File: src/rtl/vedic_mul_seq_ctrl.sv
// vedic_mul_seq_ctrl: 2*HALF_W x 2*HALF_W unsigned multiply by issuing four partial
// products to one shared HALF_W x HALF_W core and shift-accumulating the results.
// Define VEDIC_SEQ_ZSKIP_EN to skip partials whose selected operand half is zero.
module vedic_mul_seq_ctrl #(
    parameter int HALF_W  = 16,
    parameter int MUL_LAT = 1
) (
    input  logic                  clk,
    input  logic                  rst,
    input  logic                  start,
    input  logic [2*HALF_W-1:0]   A,
    input  logic [2*HALF_W-1:0]   B,
    output logic                  busy,
    output logic                  done,
    output logic [4*HALF_W-1:0]   P,
    output logic [HALF_W-1:0]     mul_a,
    output logic [HALF_W-1:0]     mul_b,
    input  logic [2*HALF_W-1:0]   mul_p
);
    localparam int FW = 2 * HALF_W;
    localparam int AW = 4 * HALF_W;

    typedef enum logic [1:0] {IDLE, RUN, DONE} state_t;

    state_t            state_q, state_d;
    logic [FW-1:0]     opa_q, opa_d, opb_q, opb_d;
    logic [AW-1:0]     acc_q, acc_d, p_q, p_d;
    logic [1:0]        k_q, k_d;
    logic [2:0]        cnt_q, cnt_d;
    logic [HALF_W-1:0] sel_a, sel_b;
    logic [AW-1:0]     part;
    logic              skip;

    // k[0] picks the high half of A, k[1] the high half of B; shift is the sum of both.
    assign sel_a = k_q[0] ? opa_q[FW-1:HALF_W] : opa_q[HALF_W-1:0];
    assign sel_b = k_q[1] ? opb_q[FW-1:HALF_W] : opb_q[HALF_W-1:0];
    assign part  = AW'(mul_p) << (HALF_W * (int'(k_q[0]) + int'(k_q[1])));
`ifdef VEDIC_SEQ_ZSKIP_EN
    assign skip  = (cnt_q == 3'd0) && ((sel_a == '0) || (sel_b == '0));
`else
    assign skip  = 1'b0;
`endif
    assign busy  = (state_q != IDLE);
    assign done  = (state_q == DONE);
    assign P     = p_q;

    // Next-state: accept in IDLE, step partials in RUN, one-cycle DONE pulse.
    always_comb begin
        state_d = state_q;
        opa_d   = opa_q;
        opb_d   = opb_q;
        acc_d   = acc_q;
        p_d     = p_q;
        k_d     = k_q;
        cnt_d   = cnt_q;
        mul_a   = '0;
        mul_b   = '0;
        case (state_q)
            IDLE: if (start) begin
                opa_d   = A;
                opb_d   = B;
                acc_d   = '0;
                k_d     = '0;
                cnt_d   = '0;
                state_d = RUN;
            end
            RUN: if (skip) begin
                k_d = k_q + 2'd1;
                if (k_q == 2'd3) begin
                    p_d     = acc_q;
                    state_d = DONE;
                end
            end else begin
                mul_a = sel_a;
                mul_b = sel_b;
                if (cnt_q != 3'(MUL_LAT)) cnt_d = cnt_q + 3'd1;
                else begin
                    cnt_d = '0;
                    k_d   = k_q + 2'd1;
                    acc_d = acc_q + part;
                    if (k_q == 2'd3) begin
                        p_d     = acc_d;
                        state_d = DONE;
                    end
                end
            end
            DONE: state_d = IDLE;
            default: state_d = IDLE;
        endcase
    end

    // State and datapath registers with synchronous reset.
    always_ff @(posedge clk) begin
        if (rst) begin
            state_q <= IDLE;
            opa_q   <= '0;
            opb_q   <= '0;
            acc_q   <= '0;
            p_q     <= '0;
            k_q     <= '0;
            cnt_q   <= '0;
        end else begin
            state_q <= state_d;
            opa_q   <= opa_d;
            opb_q   <= opb_d;
            acc_q   <= acc_d;
            p_q     <= p_d;
            k_q     <= k_d;
            cnt_q   <= cnt_d;
        end
    end
endmodule

File: config.mk
export PLATFORM = sky130hd
export DESIGN_NAME = vedic_mul_seq_ctrl
export DESIGN_NICKNAME = d
export VERILOG_FILES = /design/src/rtl/vedic_mul_seq_ctrl.sv
export SDC_FILE = /design/constraint.sdc
export NUM_CORES = 1
export LEC_CHECK = 0
export CAP_MARGIN = 20
export CORE_ASPECT_RATIO = 1.25
export CORE_MARGIN = 2
export CORE_UTILIZATION = 57
export DETAILED_ROUTE_END_ITERATION = 8
export GPL_ROUTABILITY_DRIVEN = 1
export PLACE_DENSITY = 0.84
export SLEW_MARGIN = 15
export SYNTH_ARGS = -nofsm -noshare
export SYNTH_HDL_FRONTEND = slang
export SYNTH_SLANG_ARGS = --single-unit
File: constraint.sdc
create_clock -name clk -period 11.7 [get_ports clk]
set_clock_uncertainty 0.2 [all_clocks]
set_input_delay 2.34 -clock clk [delete_from_list [all_inputs] [get_ports clk]]
set_output_delay 2.34 -clock clk [all_outputs]
set_load 0.1 [all_outputs]
Word level (Yosys, flattened, before mapping) --
Cells that the tools add are included.
Cells by class: reductions and logical operators 8, mux-type cells 17, equal/unequal tests 7, shift operators 1, add/subtract/negate cells 4, bitwise operators 1
Operator list (count):
- 64-bit 2-to-1 mux | 2
- 64-bit one-hot mux with 2 select lines | 1
- 64-bit adder | 1
- 16-bit 2-to-1 mux | 4
- 32-bit by 6-bit << shifter with 64-bit output | 1
- 2-bit 2-to-1 mux | 5
- 3-bit AND reduction | 3
- 2-bit one-hot mux with 2 select lines | 2
- 3-bit 2-to-1 mux | 2
- 2-bit inequality test (second input constant) | 3
- 3-bit one-hot mux with 2 select lines | 1
- 2-bit equality test (second input constant) | 2
- 2-bit AND reduction | 2
- 2-bit nonzero test | 2
- 3-bit by 1-bit adder with 3-bit output (second input constant) | 1
- 3-bit by 1-bit inequality test with 1-bit output (second input constant) | 1
- 1-bit by 1-bit adder with 2-bit output | 1
- 2-bit by 1-bit adder with 2-bit output (second input constant) | 1
- 2-bit by 1-bit equality test with 1-bit output (second input constant) | 1
- 2-bit zero test | 1
- 1-bit inverter | 1
Storage, ports and cells: bits in registers 199, output and inout bits 98, word-level logic and storage cells 45, input bits 99

Depth between registers and ports, before layout --
Gate-level depths: netlist (run 1).
depth in word-level cells 5, gate-level depth with buffers 18, mapped depth without buffers 13

Least setup slack after synthesis (run 1) --
OpenSTA, ideal clock, no wires.
kind input to register, start input mul_p[7], end register acc_q[62], slack 6.438 ns, data arrival time 4.942 ns, cell stages on the path 14, cells stage by stage mux2i_1 nor2_1 ha_1 clkbuf_1 a21o_1 a31oi_1 o21ba_1 o21ai_0 a221oi_1 a21oi_1 or3_1 buf_2 nor4b_1 a211o_1
On the way: longest elaborated chain between the ends 4
Ends and longest elaborated chain:
- start: declaration | RTL line 18 | input logic [2*HALF_W-1:0] mul_p
- 32-bit by 6-bit << shifter with 64-bit output | RTL line 37 | assign part = AW'(mul_p) << (HALF_W * (int'(k_q[0]) + int'(k_q[1])));
- 64-bit adder | RTL line 80 | acc_d = acc_q + part;
- 64-bit 2-to-1 mux | RTL line 76 | if (cnt_q != 3'(MUL_LAT)) cnt_d = cnt_q + 3'd1;
- 64-bit one-hot mux with 2 select lines | RTL line 58 | case (state_q)
- end signal: assignment | RTL line 98 | acc_q <= '0;
- end signal: assignment | RTL line 106 | acc_q <= acc_d;
- end: declaration | RTL line 27 | logic [AW-1:0] acc_q, acc_d, p_q, p_d;
Every way passes these cells. The select of a mux whose other input is x is not followed. A chain may end at the register's enable or synchronous reset.

Final worst setup path (run 1) --
start input mul_p[13], end register acc_q[62]
The elaborated chain is that of the path after synthesis.

==> flow_summary.ini, run 1 <==
[worst_setup_path]
critical_path.top_delay_family = compound AO/OA/AOI/OAI gates
cp_num_buf_inv = 1
crit_required_ps = 11850
critical_path.most_common_cell = a21oi_1
peak_per_stage_delay_on_the_critical_path_ps = 570
crit_arrival_ps = 6360
criticalPathCategory = primary input to flip-flop
worst_setup_path_end_kind = flip-flop
crit_slowest_cell = a221oi_1
path_cells = clkdlybuf4s50_1 > mux2i_1 > nor2_1 > ha_1 > a21oi_1 > o21ai_1 > o21ba_1 > o21ai_0 > a221oi_1 > a21oi_1 > or3_1 > nor4b_1 > a211o_1
start_kind = primary input
crit_fanout = 7

[cells_and_area]
area_delta_synth_final_pct = 21.7
fin_nets = 1918
final_layout_size_suffix_gt1_share_pct = 4.31
layout.cells.most_common = nand2_1
antenna-diode-count = 0
area_of_all_placed_cells_without_fillers_um2 = 14900
layout_common_cells = nand2_1, a21oi_1, dfxtp_1, clkdlybuf4s50_1, nor2_1

[logic_synthesis]
synth-edff-count = 0
syn_area_per_cell_um2 = 7.45
async_reset_ff_share_pct = 0
yosysUniqueCellTypes = 77
syn_inst = 1644
synth_flop_cell = dfxtp_1
yosysWarnings = 0
ys_seq_elements = 199
synth_nets = 1810
ys_seq_area_share_pct = 32.5
synth_area_um2 = 12300

[grt]
overall_track_demand_over_capacity_in_global_routing_pct = 37.9
globalRouteOverflowTotal = 0
antenna_found_initial = 0
grt_first_pass_wirelength_um = 67000
grt_pass1_vias = 12300
grt_start_max_net_pins = 84

[detailed_routing]
number_of_routed_nets_with_antenna_violations = 0
via_per_inst = 6.23
met2RoutedLength_um = 20800
route.met3.wl_um = 3220
drtIter0Drc = 1133
drtPass1Iterations = 6
route.final.wire_length_um = 43300
wl_per_cell_um = 21.2
met1Wirelength_um = 16100
maxUsedRoutingLayer = met4
drcViolationCount = 0
vias = 12700

[power]
max-vdd-ir-drop_mv = 0.124
leakagePower_nw = 5.69
power_density_nw_per_um2 = 106

[clock_tree]
post-cts-setup-buffers = 0
clk-insertion-delay-late_ps = 450
numCtsBuffers = 17
cts_num_sinks = 199
number_of_buffers_inserted_by_hold_repair_at_cts = 0
cts_resized = 0
h-tree-depth = 4
path_clk_slew_ps = 90
tritoncts = done
cts-root-buf = clkbuf_16
clock_tree.buffer_depth = 2

[floorplan]
core_area_um2 = 21300
site_row_count = 60
floorplan.die_area_um2 = 22700
floorplan.initialDensity_pct = 57.5
die_y_um = 168
width_of_the_die_um = 135
design.portCount = 197

[sta]
rsz0062_at_grt = no
worstMarginPinSlew_ps = 1100
timing.fmax_mhz = 161
timing.final.crit_share_pct = 53.1
timing_max_transition_violations_final = 0
final-setup-viol-count = 0
totalNegativeSetupSlack_ps = 0
slew_headroom_pct = 26.4
layout_min_cycle_time_ps = 6220
hold_violations = 0

[run_status]
outcome = finished clean

[place]
half_perimeter_wire_length_of_the_detailed_placement_result_um = 31700
gp_congestion = 1.04
placement.cell_area_um2 = 14200
placement.io_buffers = 196

[hold_path]
hold_class = flip-flop to flip-flop

[flow_run]
cap_viol_max_count = 0
tightest hold or removal path: stages, from the launching register on:
cell and delay (ps):
dfxtp_1 320, nand2_1 50, a21oi_1 50
stage by stage:
step,total power [W],hold slack (ps),util [%],setup slack (ps),cells
after floorplan,0.000854,230,-,6440,1644
final,0.00158,256,69.9,5480,2044
after global placement,0.000936,240,66.7,5190,2009
after CTS,0.00158,258,69.8,5600,2041
after detailed placement,0.000938,246,66.7,5150,2009
after global routing,0.00163,275,69.9,5480,2044
synthesized netlist by cell type (all sizes together) (12+ instances only):
| master | instances | share of area, % |
|---|---|---|
| o21bai | 12 | 0.74 |
| a22o | 25 | 1.8 |
| and2 | 22 | 1.1 |
| xor2 | 12 | 0.86 |
| mux2i | 52 | 4.2 |
| buf | 24 | 0.81 |
| nor3 | 24 | 0.98 |
| xnor2 | 38 | 2.7 |
| clkbuf | 101 | 3.1 |
| nor2b | 24 | 1.2 |
| nor2 | 117 | 3.6 |
| o21ai | 74 | 3.0 |
| ha | 66 | 6.7 |
| nand2 | 319 | 9.8 |
| and3 | 15 | 0.81 |
| a21o | 39 | 2.4 |
| a31oi | 14 | 0.71 |
| nand4 | 39 | 2.0 |
| dfxtp | 199 | 33 |
| inv | 16 | 0.49 |
| a21oi | 217 | 8.9 |
| nand3 | 65 | 2.7 |
cell families (layout without fill, tap and decap cells):
logic type / after synthesis / after routing / share of synthesized area, %
buffers and inverters: 142 / 263 / 4.44
adder cells (fa/ha/maj): 67 / 67 / 6.90
multiplexers: 52 / 52 / 4.25
flip-flops: 199 / 199 / 32.5
AND/OR/NAND/NOR: 671 / 671 / 25.0
AO/OA/AOI/OAI: 463 / 463 / 23.3
XOR/XNOR: 50 / 50 / 3.57
power by group:
| group | switching [W] | internal, W | leakage [nW] |
|---|---|---|---|
| Clock | 0.000334 | 0.000321 | 0.316 |
| Sequential | 0.00000864 | 0.000692 | 1.61 |
| Combinational | 0.000146 | 0.0000813 | 3.76 |
| Total | 0.000488 | 0.00109 | 5.69 |
sequential cells by signal, summed over array words and instances, names as in the netlist:
register  cells
k_q           2
opb_q        32
P            64
opa_q        32
state_q       2
acc_q        64
cnt_q         3
area by class of cell:
cell class | count | area (um^2)
tap | 279 | 349
inverter | 17 | 63.8
timing repair buffer | 214 | 2100
fill | 1836 | 6410
multi-input combinational | 1303 | 7750
clock buffer | 17 | 425
clock inverter | 15 | 235
sequential | 199 | 3980
path summary, 6_finish.rpt:
check	from	endpoint	slack, ps	depth (start not counted)
worst max-delay path	mul_p[13]	acc_q[62]	5480	13
worst min-delay path	P[12]	P[12]	260	2
worst max register to register	k_q[0]	acc_q[62]	6290	15
worst min register to register	P[12]	P[12]	260	2
metal layers:
metal  vias to the layer above  global-route usage, %
met5                         -                      0
met4                         0                   25.5
met3                       155                   7.53
met2                       604                   64.7
met1                      5951                   42.3
li1                       6032                      -
No activity file was read; power rests on OpenSTA's default activity.
==> run 2, diff against run 1 <==
CORE_UTILIZATION = 55   (was 57)
PLACE_DENSITY = 0.82   (was 0.84)
clock period = 6.45 ns   (was 11.7 ns; I/O delays follow)
==> flow_summary.ini, run 2 (same netlist as run 1, synthesis figures left out) <==
[floorplan]
die_y_um = 171
core_area_um2 = 22100
floorplan.initialDensity_pct = 55.6
site_row_count = 61
design.portCount = 197
width_of_the_die_um = 138
floorplan.die_area_um2 = 23500

[worst_setup_path]
cp.depth = 13
crit_slowest_cell = a221oi_1
peak_per_stage_delay_on_the_critical_path_ps = 600
crit_required_ps = 6600
cp_num_buf_inv = 1
start_kind = primary input
critical_path.top_delay_family = compound AO/OA/AOI/OAI gates
worst_setup_path_end_kind = flip-flop
timing.critical_path.to = acc_q[62]
crit_fanout = 7
rr_startpoint = k_q[1]
path_cells = clkdlybuf4s50_1 > mux2i_1 > nor2_1 > ha_1 > a21o_1 > a31oi_1 > o21ba_1 > o21ai_0 > a221oi_1 > a21oi_1 > or3_1 > nor4b_1 > a211o_1
critical_path.startpoint = mul_p[7]
criticalPathCategory = primary input to flip-flop
timing.rr.end = acc_q[62]
crit_arrival_ps = 5400
rrSetupSlack_ps = 1300
timing.reg2reg.worst_path_depth = 14

[sta]
worstMarginPinSlew_ps = 1180
timing.fmax_mhz = 191
rsz0062_at_grt = no
timing.final.crit_share_pct = 81.3
layout_min_cycle_time_ps = 5250
final-setup-viol-count = 0
slew_headroom_pct = 21.0
hold_violations = 0
totalNegativeSetupSlack_ps = 0
timing_max_transition_violations_final = 0

[clock_tree]
cts-root-buf = clkbuf_16
clock_tree.buffer_depth = 2
tritoncts = done
post-cts-setup-buffers = 0
clk-insertion-delay-late_ps = 460
numCtsBuffers = 17
number_of_buffers_inserted_by_hold_repair_at_cts = 0
cts_resized = 0
path_clk_slew_ps = 80
cts_num_sinks = 199
h-tree-depth = 4

[detailed_routing]
drtPass1Iterations = 5
drcViolationCount = 0
via_per_inst = 6.22
drtIter0Drc = 898
number_of_routed_nets_with_antenna_violations = 0
vias = 12800
route.final.wire_length_um = 44000
wl_per_cell_um = 21.5

[cells_and_area]
area_delta_synth_final_pct = 21.7
layout.cells.most_common = nand2_1
final_layout_size_suffix_gt1_share_pct = 4.36
finalNonFillerCells = 2052
area_of_all_placed_cells_without_fillers_um2 = 14900
layout_common_cells = nand2_1, a21oi_1, dfxtp_1, clkdlybuf4s50_1, nor2_1
fin_nets = 1920
fillers = 1937
finish.utilization_pct = 67.6

[grt]
overall_track_demand_over_capacity_in_global_routing_pct = 37.4
grt_start_max_net_pins = 94
antenna_found_initial = 2
globalRouteOverflowTotal = 0
grt_pass1_vias = 12200
grt_first_pass_wirelength_um = 67000

[power]
max-vdd-ir-drop_mv = 0.182
power_density_nw_per_um2 = 193
leakagePower_nw = 5.69

[place]
placement.cell_area_um2 = 14200
placement.io_buffers = 196
half_perimeter_wire_length_of_the_detailed_placement_result_um = 32500
post-place-cells = 2017
gp_congestion = 0.996

[flow_run]
cap_viol_max_count = 0

[run_status]
outcome = finished clean

[hold_path]
hold_class = flip-flop to flip-flop
-- run 2: per-layer routing --
| metal | GRT usage [%] | share of wire [%] |
|---|---|---|
| met1 | 41.9 | 38 |
| met5 | 0 | 0 |
| met3 | 7.76 | 6.2 |
| met2 | 62.9 | 49 |
| met4 | 26.2 | 7.2 |
-- run 2: area by class of cell --
type                            instances  area (um^2)  share of cell area (%)
Clock inverter                         14          215                    1.44
Timing Repair Buffer                  216         2110                    14.2
Antenna cell                            2         5.00                  0.0336
Tap cell                              283          354                    2.38
Multi-Input combinational cell       1303         7740                    51.9
Clock buffer                           18          429                    2.88
Sequential cell                       199         3980                    26.7
Inverter                               17         63.8                   0.428
-- run 2: worst min-delay path by stage --
stage	start	endpoint	slack, ps	cells past startpoint
floorplan	acc_q[49]	acc_q[49]	230	2
global placement	opa_q[23]	opa_q[23]	240	2
detailed placement	acc_q[49]	acc_q[49]	250	2
CTS	P[31]	P[31]	260	2
global route	opa_q[19]	opa_q[19]	270	2
finish	P[31]	P[31]	250	2
-- run 2: power breakdown --
part           switching (W)  total (W)  internal (W)
Sequential         0.0000161    0.00127       0.00126
Clock               0.000536    0.00120      0.000662
Combinational       0.000265   0.000413      0.000148
-- run 2: stage by stage --
step / power (W) / setup slack [ps] / hold WS, ps
after floorplan: 0.00155 / 2040 / 230
after global placement: 0.00170 / 807 / 241
after detailed placement: 0.00170 / 873 / 245
after CTS: 0.00288 / 1340 / 256
after global routing: 0.00296 / 1080 / 273
final: 0.00288 / 1200 / 255
-- run 2: worst min-delay path: stages, from the launching register on --
cell	delay, ps
dfxtp_1	310
nand2_1	50
a21oi_1	50
